**src/rtl/ibis_axil_regfile.sv**
```systemverilog
// ibis_axil_regfile: parametrised AXI4-Lite slave register file.
// Address index = byte address >> log2(DATA_WIDTH/8). Out-of-range accesses
// return SLVERR. Register contents are exported flat on regs.
// Optional feature macro: IBIS_AXIL_WRITE_COUNT_EN adds a read-only counter
// of in-range committed writes at index NUM_REGS.
module ibis_axil_regfile #(
    parameter int                    DATA_WIDTH  = 32,
    parameter int                    ADDR_WIDTH  = 8,
    parameter int                    NUM_REGS    = 16,
    parameter logic [DATA_WIDTH-1:0] RESET_VALUE = '0
) (
    input  logic                           aclk,
    input  logic                           areset,
    input  logic                           enable,
    input  logic [ADDR_WIDTH-1:0]          awaddr,
    input  logic                           awvalid,
    output logic                           awready,
    input  logic [DATA_WIDTH-1:0]          wdata,
    input  logic [DATA_WIDTH/8-1:0]        wstrb,
    input  logic                           wvalid,
    output logic                           wready,
    output logic [1:0]                     bresp,
    output logic                           bvalid,
    input  logic                           bready,
    input  logic [ADDR_WIDTH-1:0]          araddr,
    input  logic                           arvalid,
    output logic                           arready,
    output logic [DATA_WIDTH-1:0]          rdata,
    output logic [1:0]                     rresp,
    output logic                           rvalid,
    input  logic                           rready,
    output logic [NUM_REGS*DATA_WIDTH-1:0] regs
);

    localparam int STRB_W = DATA_WIDTH / 8;
    localparam int OFFS   = $clog2(STRB_W);
    localparam logic [ADDR_WIDTH:0] WR_LIMIT = (ADDR_WIDTH+1)'(NUM_REGS);
`ifdef IBIS_AXIL_WRITE_COUNT_EN
    localparam logic [ADDR_WIDTH:0] RD_LIMIT = (ADDR_WIDTH+1)'(NUM_REGS + 1);
`else
    localparam logic [ADDR_WIDTH:0] RD_LIMIT = WR_LIMIT;
`endif

    logic [DATA_WIDTH-1:0] mem [NUM_REGS];

    logic                  aw_held;
    logic                  w_held;
    logic [ADDR_WIDTH-1:0] aw_addr_q;
    logic [DATA_WIDTH-1:0] wdata_q;
    logic [STRB_W-1:0]     wstrb_q;

    logic [ADDR_WIDTH:0]   aw_idx;
    logic [ADDR_WIDTH:0]   ar_idx;
    logic                  aw_hs, w_hs, ar_hs, b_hs, r_hs;
    logic                  commit, wr_ok, rd_ok;
    logic [DATA_WIDTH-1:0] rd_val;

    // Readies are held low during reset so nothing is accepted on a reset edge
    assign awready = enable & ~areset & ~aw_held;
    assign wready  = enable & ~areset & ~w_held;
    assign arready = enable & ~areset & ~rvalid;

    assign aw_hs  = awvalid & awready;
    assign w_hs   = wvalid & wready;
    assign ar_hs  = arvalid & arready;
    assign b_hs   = bvalid & bready;
    assign r_hs   = rvalid & rready;

    // Both halves held and no response pending: commit exactly once per write
    assign commit = aw_held & w_held & ~bvalid;

    assign aw_idx = {1'b0, aw_addr_q} >> OFFS;
    assign ar_idx = {1'b0, araddr} >> OFFS;
    assign wr_ok  = aw_idx < WR_LIMIT;
    assign rd_ok  = ar_idx < RD_LIMIT;

`ifdef IBIS_AXIL_WRITE_COUNT_EN
    logic [DATA_WIDTH-1:0] wr_count;

    // Count in-range committed writes, wrapping naturally
    always_ff @(posedge aclk) begin
        if (areset)
            wr_count <= '0;
        else if (commit && wr_ok)
            wr_count <= wr_count + 1'b1;
    end
`endif

    // Read mux over the register bank (and counter when present)
    always_comb begin
        rd_val = '0;
        for (int unsigned i = 0; i < NUM_REGS; i++) begin
            if (ar_idx == (ADDR_WIDTH+1)'(i))
                rd_val = mem[i];
        end
`ifdef IBIS_AXIL_WRITE_COUNT_EN
        if (ar_idx == WR_LIMIT)
            rd_val = wr_count;
`endif
    end

    // Register bank: reset fill and byte-strobed commit
    always_ff @(posedge aclk) begin
        if (areset) begin
            for (int unsigned i = 0; i < NUM_REGS; i++)
                mem[i] <= RESET_VALUE;
        end else if (commit && wr_ok) begin
            for (int unsigned i = 0; i < NUM_REGS; i++) begin
                if (aw_idx == (ADDR_WIDTH+1)'(i)) begin
                    for (int unsigned k = 0; k < STRB_W; k++) begin
                        if (wstrb_q[k])
                            mem[i][k*8 +: 8] <= wdata_q[k*8 +: 8];
                    end
                end
            end
        end
    end

    // Write channel: independent AW/W capture, commit, B response
    always_ff @(posedge aclk) begin
        if (areset) begin
            aw_held   <= 1'b0;
            w_held    <= 1'b0;
            aw_addr_q <= '0;
            wdata_q   <= '0;
            wstrb_q   <= '0;
            bvalid    <= 1'b0;
            bresp     <= 2'b00;
        end else begin
            if (aw_hs) begin
                aw_held   <= 1'b1;
                aw_addr_q <= awaddr;
            end
            if (w_hs) begin
                w_held  <= 1'b1;
                wdata_q <= wdata;
                wstrb_q <= wstrb;
            end
            if (commit) begin
                bvalid <= 1'b1;
                bresp  <= wr_ok ? 2'b00 : 2'b10;
            end else if (b_hs) begin
                bvalid  <= 1'b0;
                aw_held <= 1'b0;
                w_held  <= 1'b0;
            end
        end
    end

    // Read channel: register the response on AR handshake, hold until R handshake
    always_ff @(posedge aclk) begin
        if (areset) begin
            rvalid <= 1'b0;
            rdata  <= '0;
            rresp  <= 2'b00;
        end else if (ar_hs) begin
            rvalid <= 1'b1;
            rdata  <= rd_ok ? rd_val : '0;
            rresp  <= rd_ok ? 2'b00 : 2'b10;
        end else if (r_hs) begin
            rvalid <= 1'b0;
        end
    end

    // Flat export of the register bank
    always_comb begin
        regs = '0;
        for (int unsigned i = 0; i < NUM_REGS; i++)
            regs[i*DATA_WIDTH +: DATA_WIDTH] = mem[i];
    end

endmodule

```
**config.mk**
```make
export PLATFORM = sky130hd
export DESIGN_NAME = ibis_axil_regfile
export DESIGN_NICKNAME = d
export VERILOG_FILES = /design/src/rtl/ibis_axil_regfile.sv
export SDC_FILE = /design/constraint.sdc
export NUM_CORES = 1
export LEC_CHECK = 0
export ABC_AREA = 1
export CORE_AREA = 2 2 239 241
export DETAILED_ROUTE_END_ITERATION = 8
export DIE_AREA = 0 0 241 243
export HOLD_SLACK_MARGIN = 0.08
export PLACE_DENSITY = 0.8
export SLEW_MARGIN = 20
export SYNTH_ARGS = -nofsm -noshare
export SYNTH_HDL_FRONTEND = slang
export SYNTH_SLANG_ARGS = --single-unit
```
**constraint.sdc**
```tcl
create_clock -name aclk -period 2.5 [get_ports aclk]
set_clock_uncertainty 0.15 [all_clocks]
set_input_delay 0.25 -clock aclk [delete_from_list [all_inputs] [get_ports aclk]]
set_output_delay 0.25 -clock aclk [all_outputs]
set_load 0.02 [all_outputs]
```
==> flow_metrics.env, run 1 <==
export IMPL_status="finished clean"
export IMPL_slew_violations=0
export IMPL_grt_use_total=0.324
export IMPL_min_to="wdata_q[23]"
export IMPL_finalSetupTns_ns=0
export IMPL_place_ws_ns=-0.403
export IMPL_place_gp_congestion=0.977
export IMPL_synth_mux_area_frac=0
export IMPL_dr_pass1_iters=6
export IMPL_cp_arrival_ns=2.01
export IMPL_p_total_w=0.0223
export IMPL_start_util=0.442
export IMPL_syn_area_mm2=0.0247
export IMPL_worstPathCellList="clkdlybuf4s50_1, nand2_1, nor2_1, clkdlybuf4s50_1"
export IMPL_min_path_type="primary input to flop"
export IMPL_setup_ws_ns=0.0917
export IMPL_grt_pass1_vias=21300
export IMPL_cts_root_buf="clkbuf_16"
export IMPL_hpwl_um=74800
export IMPL_clk_pin_slew_worst_paths_ns=0.06
export IMPL_grt_max_degree=110
export IMPL_cp_required_ns=2.10
export IMPL_reg2reg_depth=8
export IMPL_cts_sinks=592
export IMPL_wl_um=96700
export IMPL_numPortBuffers=606
export IMPL_slowest_stage="clkdlybuf4s50_1"
export IMPL_vias=21900
export IMPL_fillCellCount=4449
export IMPL_pwr_share_seq=0.512
export IMPL_start_kind="primary input"
export IMPL_switching_share=0.242
export IMPL_drive_above_1_share=0.109
export IMPL_p_per_area_mw_per_mm2=633
export IMPL_power_switching_w=0.00538
export IMPL_worstSetupPathType="primary input to output pin"
export IMPL_htreeDepth=2
export IMPL_die_area_mm2=0.0586
export IMPL_period_minus_slack_ns=2.41
export IMPL_cts_tree="done"
export IMPL_p_comb_frac=0.099
export IMPL_synth_adder_area_share=0
export IMPL_synth_distinct_cells=28
export IMPL_finalSetupViolations=0
export IMPL_wire_per_inst_um=23.8
export IMPL_min_from="wdata[23]"
export IMPL_clkPwrFrac=0.389
export IMPL_avgSynthCellArea_um2=10.0
export IMPL_worst_slew_pin_slew_ns=0.640
export IMPL_p_int_w=0.0169
export IMPL_yosys_area_share_simple=0.224
export IMPL_grt_pass1_wl_um=138000
export IMPL_rsz0062_at_grt="yes"
export IMPL_crit_fanout=3
export IMPL_final_core_util=0.629
export IMPL_die_h_um=243
export IMPL_viasPerCell=5.40
export IMPL_yosysWarnings=0
export IMPL_overflow=0
export IMPL_clock_latency_ns=0.62
export IMPL_synth_top_area_cell="edfxtp_1"
export IMPL_whs_ns=0.107
export IMPL_relSlewSlack=0.572
export IMPL_regToRegEndpoint="mem[0][109]"
export IMPL_clk_path_buf_depth=3
export IMPL_synth_xor_area_frac=0
export IMPL_p_leak_nw=13.2
export IMPL_drv_cap=0
export IMPL_worst_r2r_setup_slack_ns=0.11
export IMPL_antenna_found_initial=4
export IMPL_ys_ff_latch=592
export IMPL_detail_route_antenna_nets=0
export IMPL_ir_drop_mv=0.583
export IMPL_yosysSeqAreaShare=0.686
export IMPL_die_x_um=241
export IMPL_cpMostUsedCell="clkdlybuf4s50_1"
export IMPL_cts_made_buffers=59
export IMPL_detail_route_iter0_violations=2344
export IMPL_netlist_area_leader_share=0.621
export IMPL_clock_fmax_mhz=415
export IMPL_synth_top_family_by_area="simple AND/OR/NAND/NOR gates"
export IMPL_nets=3318
export IMPL_critPathCaptureType="output pin"
export IMPL_finalCritPeriodShare=0.963
export IMPL_netlist_top_cells_area="edfxtp_1 (62%), nand2_1 (9.1%), nor2_1 (8.7%)"
export IMPL_reg2reg_from="aw_held"
export IMPL_syn_inst=2466
export IMPL_pin_count=613
export IMPL_whs_path_depth=3
export IMPL_coreArea_mm2=0.0560
export IMPL_area_growth_pct=42.2
export IMPL_post_cts_setup_buffers=0
export IMPL_drc=0
export IMPL_insertedDiodeCount=0
export IMPL_hold_viol=0
export IMPL_core_rowCount=87
export IMPL_synth_compound_area_frac=0.0417
export IMPL_critPathMaxStageDelay_ns=0.71
[critical path, delay by kind of cell]
family	cells	cell delay [ns]
buffers and inverters	2	1.18
and+or+nand+nor	2	0.57
[what timing repair did]
| action | in CTS | in global routing |
|---|---|---|
| endpoints found under the hold margin | 25 | 0 |
| resized for setup | 0 | 3 |
| hold buffers | 1 | 0 |
| setup endpoints to repair | 0 | 157 |
[through the flow]
step | cell area, µm² | std cells
6_report | 35200 | 4064
2_1_floorplan | 24700 | 2467
3_5_place_dp | 33300 | 3952
5_1_grt | 35200 | 4064
3_3_place_gp | 33300 | 3952
4_1_cts | 35200 | 4064
[cell usage after synthesis (all sizes together)]
cell and instances:
nand4 73, buf 34, or2 19, nor2 575, nand3b 1, conb 1, nor3 34, o21bai 1
inv 178, nand2 602, edfxtp 512, a21boi 7, nand3 54, clkbuf 70, dfxtp 80, clkinv 21
o21ai 70, nor3b 10, a21oi 124
[registers in the layout (all words and copies together), names as in the netlist]
register   cells
aw_addr_q      6
aw_held        1
bresp          1
bvalid         1
mem          512
rdata         32
rresp          1
rvalid         1
w_held         1
wdata_q       32
wstrb_q        4
[layout by cell type, fill, tap and decap left out, types with 11 or more instances in the layout]
cell,Yosys,routed
a21oi_1,124,124
buf_12,0,19
buf_4,7,208
clkbuf_1,70,17
clkbuf_16,0,61
clkdlybuf4s50_1,0,605
clkinv_1,21,32
clkinv_2,0,11
dfxtp_1,80,80
edfxtp_1,512,512
inv_1,170,169
nand2_1,601,597
nand3_1,53,53
nand4_1,72,72
nor2_1,572,561
nor2_2,3,12
nor3_1,34,34
o21ai_0,69,69
or2_2,18,18
[area by class of cell]
type	count	area, µm²	share of cell area
clock buffers	83	1660	0.0472
clock inverters	28	211	0.00601
inverters	199	749	0.0213
multi-input cells	1572	6620	0.188
flip-flops and latches	592	17000	0.483
well taps	756	946	0.0269
repair buffers	834	8010	0.228
[per-layer routing]
metal / vias to the layer above / global-route usage / part of all wire
met1: 10500 / 0.385 / 0.35
li1: 9748 / - / -
met5: - / 0 / 0.00026
met3: 277 / 0.0755 / 0.10
met4: 4 / 0.158 / 0.053
met2: 1388 / 0.551 / 0.49
[worst max-delay path by stage]
stage	start	endpoint	slack (ns)	cells past startpoint
after global placement	araddr[7]	rdata[10]	-0.37	13
after detailed placement	araddr[7]	rdata[10]	-0.40	13
after global routing	w_held	mem[0][73]	-0.06	8
after floorplan	aw_addr_q[7]	mem[1][100]	0.36	5
after CTS	enable	arready	0.13	4
final	enable	arready	0.09	4
[power by group through the flow]
stage / registers, W / logic (W) / clock network [W]
floorplan: 0.0119 / 0.000490 / 0
global placement: 0.0116 / 0.00216 / 0
detailed placement: 0.0116 / 0.00218 / 0
CTS: 0.0114 / 0.00219 / 0.00869
global route: 0.0114 / 0.00230 / 0.00909
finish: 0.0114 / 0.00220 / 0.00867
[cells by family after synthesis]
logic type | after synthesis
other | 1
DFF | 592
and+or+nand+nor | 1368
AOI/OAI and AO/OA | 202
buffers and inverters | 303
No activity file was read; power rests on OpenSTA's default activity.
==> run 2: changes to the inputs <==
- CTS_CLUSTER_SIZE: unset -> 24
==> flow_metrics.env, run 2 (same netlist as run 1, synthesis figures left out) <==
export IMPL_rsz0062_at_grt="yes"
export IMPL_finalCritPeriodShare=0.965
export IMPL_place_gp_congestion=0.977
export IMPL_grt_max_degree=110
export IMPL_detail_route_iter0_violations=2373
export IMPL_whs_ns=0.107
export IMPL_worst_slew_pin_slew_ns=0.613
export IMPL_clock_latency_ns=0.62
export IMPL_nets=3320
export IMPL_wl_met3_um=9950
export IMPL_grt_pass1_vias=21400
export IMPL_overflow=0
export IMPL_wire_per_inst_um=23.8
export IMPL_clk_pin_slew_worst_paths_ns=0.06
export IMPL_start_kind="primary input"
export IMPL_layout_commonest_cell="clkdlybuf4s50_1"
export IMPL_slowest_stage="clkdlybuf4s50_1"
export IMPL_cts_sinks=592
export IMPL_drc=0
export IMPL_largest_registers="mem (512), rdata (32), wdata_q (32)"
export IMPL_grt_use_total=0.324
export IMPL_cpMostUsedCell="clkdlybuf4s50_1"
export IMPL_clk_path_buf_depth=3
export IMPL_fillCellCount=4450
export IMPL_layout_common_cells="clkdlybuf4s50_1 (605), nand2_1 (597), nor2_1 (561), edfxtp_1 (512), buf_4 (208)"
export IMPL_vias=21800
export IMPL_cts_tree="done"
export IMPL_cts_made_buffers=59
export IMPL_worstSetupPathType="primary input to output pin"
export IMPL_top_register="mem"
export IMPL_switching_share=0.242
export IMPL_largest_register_ffs=512
export IMPL_relSlewSlack=0.590
export IMPL_finalSetupViolations=0
export IMPL_p_leak_nw=13.2
export IMPL_htreeDepth=2
export IMPL_insertedDiodeCount=0
export IMPL_dr_pass1_iters=6
export IMPL_min_path_type="primary input to flop"
export IMPL_p_comb_frac=0.099
export IMPL_power_switching_w=0.00539
export IMPL_critPathLaunch="enable"
export IMPL_cts_root_buf="clkbuf_16"
export IMPL_p_per_area_mw_per_mm2=633
export IMPL_pin_count=613
export IMPL_status="finished clean"
export IMPL_drv_cap=0
export IMPL_ir_drop_mv=0.584
export IMPL_drive_above_1_share=0.108
export IMPL_setup_ws_ns=0.0873
export IMPL_place_ws_ns=-0.403
export IMPL_min_from="wdata[16]"
export IMPL_clock_fmax_mhz=414
export IMPL_die_h_um=243
export IMPL_pwr_share_seq=0.512
export IMPL_clkPwrFrac=0.389
export IMPL_period_minus_slack_ns=2.41
export IMPL_critPathMaxStageDelay_ns=0.71
export IMPL_met2WireLength_um=47800
export IMPL_p_int_w=0.0169
export IMPL_start_util=0.442
export IMPL_critPathCaptureType="output pin"
export IMPL_wl_um=96600
export IMPL_die_x_um=241
export IMPL_wl_met1_um=33800
export IMPL_coreArea_mm2=0.0560
export IMPL_detail_route_antenna_nets=0
export IMPL_slew_violations=0
export IMPL_cp_required_ns=2.10
export IMPL_crit_fanout=3
export IMPL_worstPathCellList="clkdlybuf4s50_1, nand2_1, nor2_1, clkdlybuf4s50_1"
export IMPL_grt_pass1_wl_um=138000
export IMPL_numPortBuffers=606
export IMPL_core_rowCount=87
export IMPL_viasPerCell=5.37
export IMPL_hpwl_um=74800
export IMPL_die_area_mm2=0.0586
export IMPL_hold_viol=0
export IMPL_antenna_found_initial=4
export IMPL_reg2reg_from="w_held"
export IMPL_topRoutingLayerUsed="met5"
export IMPL_cp_arrival_ns=2.01
export IMPL_area_growth_pct=42.3
-- run 2: stage by stage --
| stage | setup TNS (ns) | instance area [µm²] | power [W] | util | cells |
|---|---|---|---|---|---|
| final | 0 | 35200 | 0.0223 | 0.629 | 4066 |
| after global routing | -4.08 | 35200 | 0.0228 | 0.629 | 4066 |
| after CTS | 0 | 35200 | 0.0223 | 0.629 | 4066 |
| after detailed placement | -10.13 | 33300 | 0.0138 | 0.595 | 3952 |
| after global placement | -8.99 | 33300 | 0.0137 | 0.595 | 3952 |
| after floorplan | 0 | 24700 | 0.0124 | - | 2467 |
-- run 2: power groups by stage --
| stage | registers [W] | clock network (W) | logic (W) |
|---|---|---|---|
| final | 0.0114 | 0.00867 | 0.00220 |
| after global routing | 0.0114 | 0.00908 | 0.00230 |
| after CTS | 0.0114 | 0.00869 | 0.00220 |
| after detailed placement | 0.0116 | 0 | 0.00218 |
| after global placement | 0.0116 | 0 | 0.00216 |
| after floorplan | 0.0119 | 0 | 0.000490 |
-- run 2: layout make-up --
cell class	count	area [µm²]	share of cell area
clock inverter	29	214	0.00608
tap	756	946	0.0269
sequential	592	17000	0.482
multi-input combinational	1572	6620	0.188
timing repair buffer	836	8030	0.228
clock buffer	82	1660	0.0470
inverter	199	749	0.0213
-- run 2: critical path, delay by kind of cell --
| family | cells | cell delay (ns) |
|---|---|---|
| buf+inv | 2 | 1.17 |
| simple gates | 2 | 0.57 |
-- run 2: final timing paths --
check,endpoint,slack (ns),cells after the start
worst max-delay path,arready,0.09,4
worst min-delay path,wdata_q[16],0.11,3
worst max register to register,mem[0][5],0.10,8
worst min register to register,wdata_q[15],0.31,2
-- run 2: metal layers --
metal,GRT usage,vias to the layer above
met3,0.0745,263
li1,-,9745
met1,0.386,10500
met5,0,-
met2,0.552,1316
met4,0.156,4
-- run 2: what timing repair did --
action | CTS | global route
setup endpoints to repair | 0 | 157
endpoints found under the hold margin | 27 | 0
setup buffers | 0 | 0
gates resized for setup | 0 | 3
hold buffers | 3 | 0
==> run 3: changes to the inputs <==
- ABC_CLOCK_PERIOD_IN_PS: unset -> 2500
==> results of run 3 <==
Same layout as run 2: the final DEF is identical, and so are final timing and power.
